File: config.mk
export PLATFORM = sky130hd
export DESIGN_NAME = dm_port_arbiter
export DESIGN_NICKNAME = d
export VERILOG_FILES = /design/src/rtl/dm_port_arbiter.sv
export SDC_FILE = /design/constraint.sdc
export NUM_CORES = 1
export LEC_CHECK = 0
export CORE_ASPECT_RATIO = 0.75
export CORE_MARGIN = 2
export CORE_UTILIZATION = 30
export DETAILED_ROUTE_END_ITERATION = 10
export PLACE_DENSITY = 0.72
export REMOVE_ABC_BUFFERS = 1
export SLEW_MARGIN = 20
export SYNTH_ARGS = -nofsm -noshare
export SYNTH_HDL_FRONTEND = slang
export SYNTH_SLANG_ARGS = --single-unit
File: constraint.sdc
create_clock -name clk -period 2.4 [get_ports clk]
set_input_delay 0.24 -clock clk [delete_from_list [all_inputs] [get_ports clk]]
set_output_delay 0.24 -clock clk [all_outputs]
set_load 0.02 [all_outputs]
File: src/rtl/dm_port_arbiter.sv
// dm_port_arbiter: shares the single-port data memory between the CPU (C) and a DMA/debug engine (D).
// CPU has default priority; a starvation counter and a bounded lock let D win.
module dm_port_arbiter #(
  parameter int ADDR_W       = 10,
  parameter int DATA_W       = 32,
  parameter int BE_W         = 4,
  parameter int STARVE_LIMIT = 4,
  parameter int LOCK_MAX     = 8
) (
  input  logic              clk,
  input  logic              rst_n,
  input  logic              c_req,
  input  logic              c_wr,
  input  logic [ADDR_W-1:0] c_addr,
  input  logic [BE_W-1:0]   c_be,
  input  logic [DATA_W-1:0] c_wdata,
  output logic              c_gnt,
  output logic              c_rvalid,
  output logic [DATA_W-1:0] c_rdata,
  input  logic              d_req,
  input  logic              d_wr,
  input  logic [ADDR_W-1:0] d_addr,
  input  logic [BE_W-1:0]   d_be,
  input  logic [DATA_W-1:0] d_wdata,
  input  logic              d_lock,
  output logic              d_gnt,
  output logic              d_rvalid,
  output logic [DATA_W-1:0] d_rdata,
  output logic              dm_wr,
  output logic [BE_W-1:0]   dm_be,
  output logic [ADDR_W-1:0] dm_addr,
  output logic [DATA_W-1:0] dm_din,
  input  logic [DATA_W-1:0] dm_dout
);
  localparam logic [3:0] STARVE_TOP = 4'(STARVE_LIMIT);
  localparam logic [3:0] LOCK_TOP   = 4'(LOCK_MAX - 1);
  localparam logic       LOCK_ON    = (LOCK_MAX > 1);
  logic [3:0] r_starve_cnt, r_lock_cnt, w_starve_nxt, w_lock_cnt_nxt, w_lock_cnt_inc;
  logic       r_lock_own, w_lock_own_nxt, w_d_pri, w_c_rd, w_d_rd, w_lock_more;
  assign w_d_pri = r_lock_own || (r_starve_cnt == STARVE_TOP);
  // grants are forced low while reset is asserted
  assign d_gnt  = rst_n && d_req && (!c_req || w_d_pri);
  assign c_gnt  = rst_n && c_req && !d_gnt;
  assign w_c_rd = c_gnt && !c_wr;
  assign w_d_rd = d_gnt && !d_wr;
  always_comb begin
    dm_wr   = c_gnt ? c_wr    : d_gnt && d_wr;
    dm_be   = c_gnt ? c_be    : d_gnt ? d_be    : '0;
    dm_addr = c_gnt ? c_addr  : d_gnt ? d_addr  : '0;
    dm_din  = c_gnt ? c_wdata : d_gnt ? d_wdata : '0;
  end
  // an unlocked D grant with d_lock opens a burst; each locked grant counts toward LOCK_MAX
  assign w_lock_cnt_inc = r_lock_cnt + 4'd1;
  assign w_lock_more    = w_lock_cnt_inc != LOCK_TOP;
  always_comb begin
    w_starve_nxt   = (d_req && !d_gnt) ? ((r_starve_cnt == STARVE_TOP) ? r_starve_cnt : r_starve_cnt + 4'd1) : 4'd0;
    w_lock_own_nxt = (d_gnt && d_lock) ? (r_lock_own ? w_lock_more : LOCK_ON) : 1'b0;
    w_lock_cnt_nxt = (d_gnt && d_lock && r_lock_own && w_lock_more) ? w_lock_cnt_inc : 4'd0;
  end
  always_ff @(posedge clk or negedge rst_n) begin
    if (!rst_n) begin
      c_rvalid     <= 1'b0;
      d_rvalid     <= 1'b0;
      c_rdata      <= '0;
      d_rdata      <= '0;
      r_starve_cnt <= 4'd0;
      r_lock_cnt   <= 4'd0;
      r_lock_own   <= 1'b0;
    end else begin
      c_rvalid     <= w_c_rd;
      d_rvalid     <= w_d_rd;
      c_rdata      <= w_c_rd ? dm_dout : c_rdata;
      d_rdata      <= w_d_rd ? dm_dout : d_rdata;
      r_starve_cnt <= w_starve_nxt;
      r_lock_cnt   <= w_lock_cnt_nxt;
      r_lock_own   <= w_lock_own_nxt;
    end
  end
endmodule

# == Word level (Yosys, flattened, before mapping) ==
# Index checks and enable logic that the tools add are counted.
# word_totals
in_bits,131
elab_cells,41
register_bits,75
output_inout_bits,115
# op_classes
n_reduce_logical,17
muxes,12
n_addsub,2
eq_ne,3
# ops
operator,count
32-bit two-way mux,2
10-bit two-way mux,2
4-bit two-way mux,5
1-bit logical AND,11
"4-bit by 1-bit adder with 4-bit output, second input constant",2
"4-bit by 3-bit equality test with 1-bit output, second input constant",1
1-bit logical NOT,4
"4-bit by 3-bit inequality test with 1-bit output, second input constant",1
1-bit two-way mux,3
1-bit logical OR,2
"2-bit inequality test, second input constant",1

# == Logic depth before layout (Yosys ltp) ==
# depth
ltp_word,8
depth_mapped,7
depth_no_buf,5

# == Worst setup path before layout ==
# OpenSTA, ideal clock, no wires.
# synth_timing
kind,reg2reg
startpoint,register r_starve_cnt[0]
endpoint,register d_rdata[11]
setup_slack_ns,0.604
required_ns,2.275
path_buffers,1
setup_ns,0.125
t_arrival_ns,1.671
stages_incl_launch_ff,7
synth_period_minus_slack_ns,1.796
cell_sequence,dfrtp_1 -> inv_1 -> ha_1 -> nand3b_4 -> a211oi_4 -> buf_6 -> mux2_4
# synth_via
elab_chain_cells,5
# synth_rtl
item,line_no,text
"start, declared",38,"logic [3:0] r_starve_cnt, r_lock_cnt, w_starve_nxt, w_lock_cnt_nxt, w_lock_cnt_inc;"
"start signal, assigned",74,r_starve_cnt <= w_starve_nxt;
4-bit by 3-bit equality test with 1-bit output,40,assign w_d_pri = r_lock_own || (r_starve_cnt == STARVE_TOP);
1-bit logical OR,40,
1-bit logical OR,42,assign d_gnt = rst_n && d_req && (!c_req || w_d_pri);
1-bit logical AND,42,
1-bit logical AND,45,assign w_d_rd = d_gnt && !d_wr;
"end signal, assigned",73,d_rdata <= w_d_rd ? dm_dout : d_rdata;
"end, declared",28,"output logic [DATA_W-1:0] d_rdata,"
# No other way between the ends.
# A chain may end at the register's enable or synchronous reset.

# == Final worst setup path ==
# layout_timing
startpoint,register r_starve_cnt[0]
endpoint,output dm_addr[4]
# layout_via
elab_chain_cells,7
elab_cells_between_ends,8
classes_between,1 x eq/ne; 2 x mux; 5 x reduce/logical
# layout_rtl
item,line_no,text
4-bit by 3-bit equality test with 1-bit output *,40,
1-bit logical OR *,40,
1-bit logical OR *,42,
1-bit logical AND *,42,
1-bit logical NOT,43,assign c_gnt = rst_n && c_req && !d_gnt;
1-bit logical AND,43,
10-bit two-way mux *,49,dm_addr = c_gnt ? c_addr : d_gnt ? d_addr : '0;
"end, declared",31,"output logic [ADDR_W-1:0] dm_addr,"
# Mark *: on every way between the ends. The rest lies on a longest branch, timed or not.

==> flow_summary_export.csv <==
group,metric,value,unit
synthesis,synth-seq-cells,75,
setup_path,crit_path_max_incr_delay,0.40,ns
floorplan,coreArea,13200,um2
setup_path,cp_max_fo,18,
finish,multiInputGateArea,2060,um2
sta,timing.final.crit_share,96.3,%
sta,period_minus_slack,2.31,ns
finish,final_common_cell,"clkdlybuf4s50_1",
routing,drt_iter0_drc,227,
setup_path,r2r_cells,7,
grt,grt_pass1_vias,3938,
cts,cts-buffers-inserted,9,
setup_path,cp-endpoint,"dm_addr[4]",
grt,antenna_found_initial,0,
placed_design,pre_cts_slack,-0.0646,ns
setup_path,timing.rr.start,"r_starve_cnt[0]$_DFFE_PN0P_",
finish,antennaDiodeCount,0,
placed_design,port_buffers,245,
finish,area.growth.synth_to_final,71.9,%
setup_path,slowest_stage,"dfrtp_1",
finish,fin_cells,797,
synthesis,yosys_warnings,0,
routing,drc,0,
setup_path,path_cells,"inv_2 -> ha_4 -> nand3b_4 -> a21o_4 -> buf_12 -> mux2_2 -> dlygate4sd2_1",
pwr,vdd_drop_max,420,uV
finish,fillers,1157,
setup_path,crit_start,"r_starve_cnt[0]$_DFFE_PN0P_",
routing,wl_per_cell,18.6,um
finish,seqCellArea,1880,um2
synthesis,synth_area_leaders,"dfrtp_1 46%, mux2_2 18%, and3_1 7.5%",
sta,max_freq,433,MHz
routing,first_pass_iters,4,
synthesis,synth_top_area_cell,"dfrtp_1",
setup_path,critPathKind,"flop to primary output",
cts,clock_latency,0.33,ns
grt,grt_start_max_net_pins,74,
synthesis,synth-edff-count,0,
setup_path,cp.required,2.16,ns
floorplan,die_h,105,um
synthesis,synth_top_area_share,46.0,%
synthesis,avgSynthCellArea,10.8,um2
finish,fin_nets,756,
setup_path,end_kind,"primary output",
setup_path,crit_family,"buffers and inverters",
sta,final.setup_skew,0.00480,ns
grt,overflow,0,
sta,tightest_slew,0.477,ns
sta,finalHoldViolCount,0,
floorplan,pin_count,246,
sta,setup_viol,0,
floorplan,die_x,139,um
placed_design,dp.cells,778,
setup_path,crit_buf_inv,3,
routing,routed_wl,14800,um
hold_path,hold_class,"primary input to async pin",
grt,globalRouteTotalUtil,19.7,%
placed_design,gp_congestion,0.963,
synthesis,async_reset_ff_share,100,%
routing,vias_per_cell,4.85,
pwr,power.density,644,nW/um2
synthesis,synth_area,4080,um2
sta,relSlewSlack,68.0,%
setup_path,start_kind,"flop",
synthesis,yosysUniqueCellTypes,33,
floorplan,rows,36,
cts,htree_num_levels,3,
cts,cts_buffer_depth,2,
cts,cts_tree,"built",
routing,dr_total_vias,3863,
setup_path,worst_ep_arrival_time,2.07,ns
floorplan,die_area,14600,um2
setup_path,worst-r2r-setup-slack,0.47,ns
finish,final_cell_mix,"195 x clkdlybuf4s50_1, 75 x dfrtp_1, 67 x nand2_1, 67 x mux2_2, 49 x and3_1",
grt,grt_first_pass_wirelength,22900,um
synthesis,ys.flop_type,"dfrtp_1",
floorplan,start_util,31.0,%
run_status,status,"finished, final reports clean",
routing,final_antenna_net_count,0,
cts,clk_pin_slew_worst_paths,0.06,ns
pwr,leakage,3.21,nW
finish,drive_gt1_share,23.0,%
job,drv_cap,0,
setup_path,r2r_end,"d_rdata[4]$_DFFE_PN0P_",
setup_path,cp.depth,7,
finish,utilization,53.3,%
synthesis,synth_cells,379,
synthesis,yosysSeqAreaShare,46.0,%
sta,maxSlewViolCount,0,
placed_design,hpwl,11000,um
cts,root_buffer,"clkbuf_16",
cts,numClockSinks,75,
sta,worst_slack,0.0881,ns
-- per-layer routing --
metal | track usage (%) | vias up | routed length [um]
met5 | 0 | - | 0
met4 | 4.40 | 0 | 169
met3 | 4.49 | 13 | 544
met2 | 33.5 | 87 | 7590
met1 | 25.9 | 1932 | 6490
li1 | - | 1831 | -
-- cells by family (layout without fill, tap and decap cells) --
group | Yosys count | count (layout) | share of synthesized area [%]
buffers and inverters | 38 | 285 | 4.45
and+or+nand+nor | 137 | 137 | 17.6
muxes | 81 | 81 | 23.2
DFF | 75 | 75 | 46.0
xor gates and xnor gates | 4 | 4 | 0.859
adders and majority gates | 4 | 4 | 1.23
AOI/OAI and AO/OA | 40 | 40 | 6.66
-- cell usage after synthesis (all sizes together) (3+ instances only) --
cell type  instances
a211oi             3
and3              49
buf               16
clkbuf            17
dfrtp             75
ha                 4
inv                5
mux2              79
nand2             67
nand3              3
nor3               4
nor3b              4
o22ai             32
-- tightest hold or removal path, cell delays in order --
cell,delay [ns]
dlygate4sd3_1,0.54
buf_4,0.14
buf_12,0.27
-- area by class of cell --
| type | instances | area share (%) |
|---|---|---|
| Inverter | 5 | 0.268 |
| Timing Repair Buffer | 264 | 36.6 |
| Clock buffer | 9 | 3.21 |
| Sequential cell | 75 | 26.8 |
| Clock inverter | 7 | 0.732 |
| Multi-Input combinational cell | 266 | 29.3 |
| Tap cell | 171 | 3.05 |
-- state kept, by name, summed over array words and instances, names as in the netlist --
signal	cells
r_lock_own	1
c_rvalid	1
d_rvalid	1
r_lock_cnt	4
d_rdata	32
r_starve_cnt	4
c_rdata	32
-- through the flow --
stage | TNS [ns] | hold WS (ns) | cell area, um2 | power, mW
floorplan | -1.34 | -0.0556 | 3920 | 2.34
global placement | -0.447 | 0.274 | 6770 | 3.28
detailed placement | -1.12 | 0.273 | 6770 | 3.31
CTS | 0 | 0.485 | 7080 | 4.58
global route | -0.0141 | 0.493 | 7010 | 4.72
finish | 0 | 0.484 | 7010 | 4.51
-- power breakdown --
group / total, mW / internal [mW] / leakage, nW / switching, mW
combinational: 1.65 / 0.890 / 2.14 / 0.755
clock: 1.25 / 0.705 / 0.132 / 0.541
sequential: 1.62 / 1.49 / 0.943 / 0.131
total: 4.51 / 3.09 / 3.21 / 1.43
-- how the worst min path moves through the flow --
stage / startpoint / end / slack (ns)
final: rst_n / c_rdata[2]$_DFFE_PN0P_ / 0.48
after global routing: dm_dout[4] / c_rdata[4]$_DFFE_PN0P_ / 0.49
after CTS: d_lock / r_lock_own$_DFF_PN0_ / 0.49
after detailed placement: rst_n / c_rdata[2]$_DFFE_PN0P_ / 0.27
after global placement: rst_n / c_rdata[21]$_DFFE_PN0P_ / 0.27
after floorplan: rst_n / c_rdata[0]$_DFFE_PN0P_ / -0.06
-- repair_timing --
item | CTS | global route
buffers inserted | 0 | 1
hold buffers | 1 | 0
hold endpoints to repair | 20 | 0
gates resized for setup | 110 | 24
pin swaps | 1 | 0
cloned | 1 | 0
setup endpoints to repair | 49 | 38
Note: power is estimated with default switching activity, not from simulation.
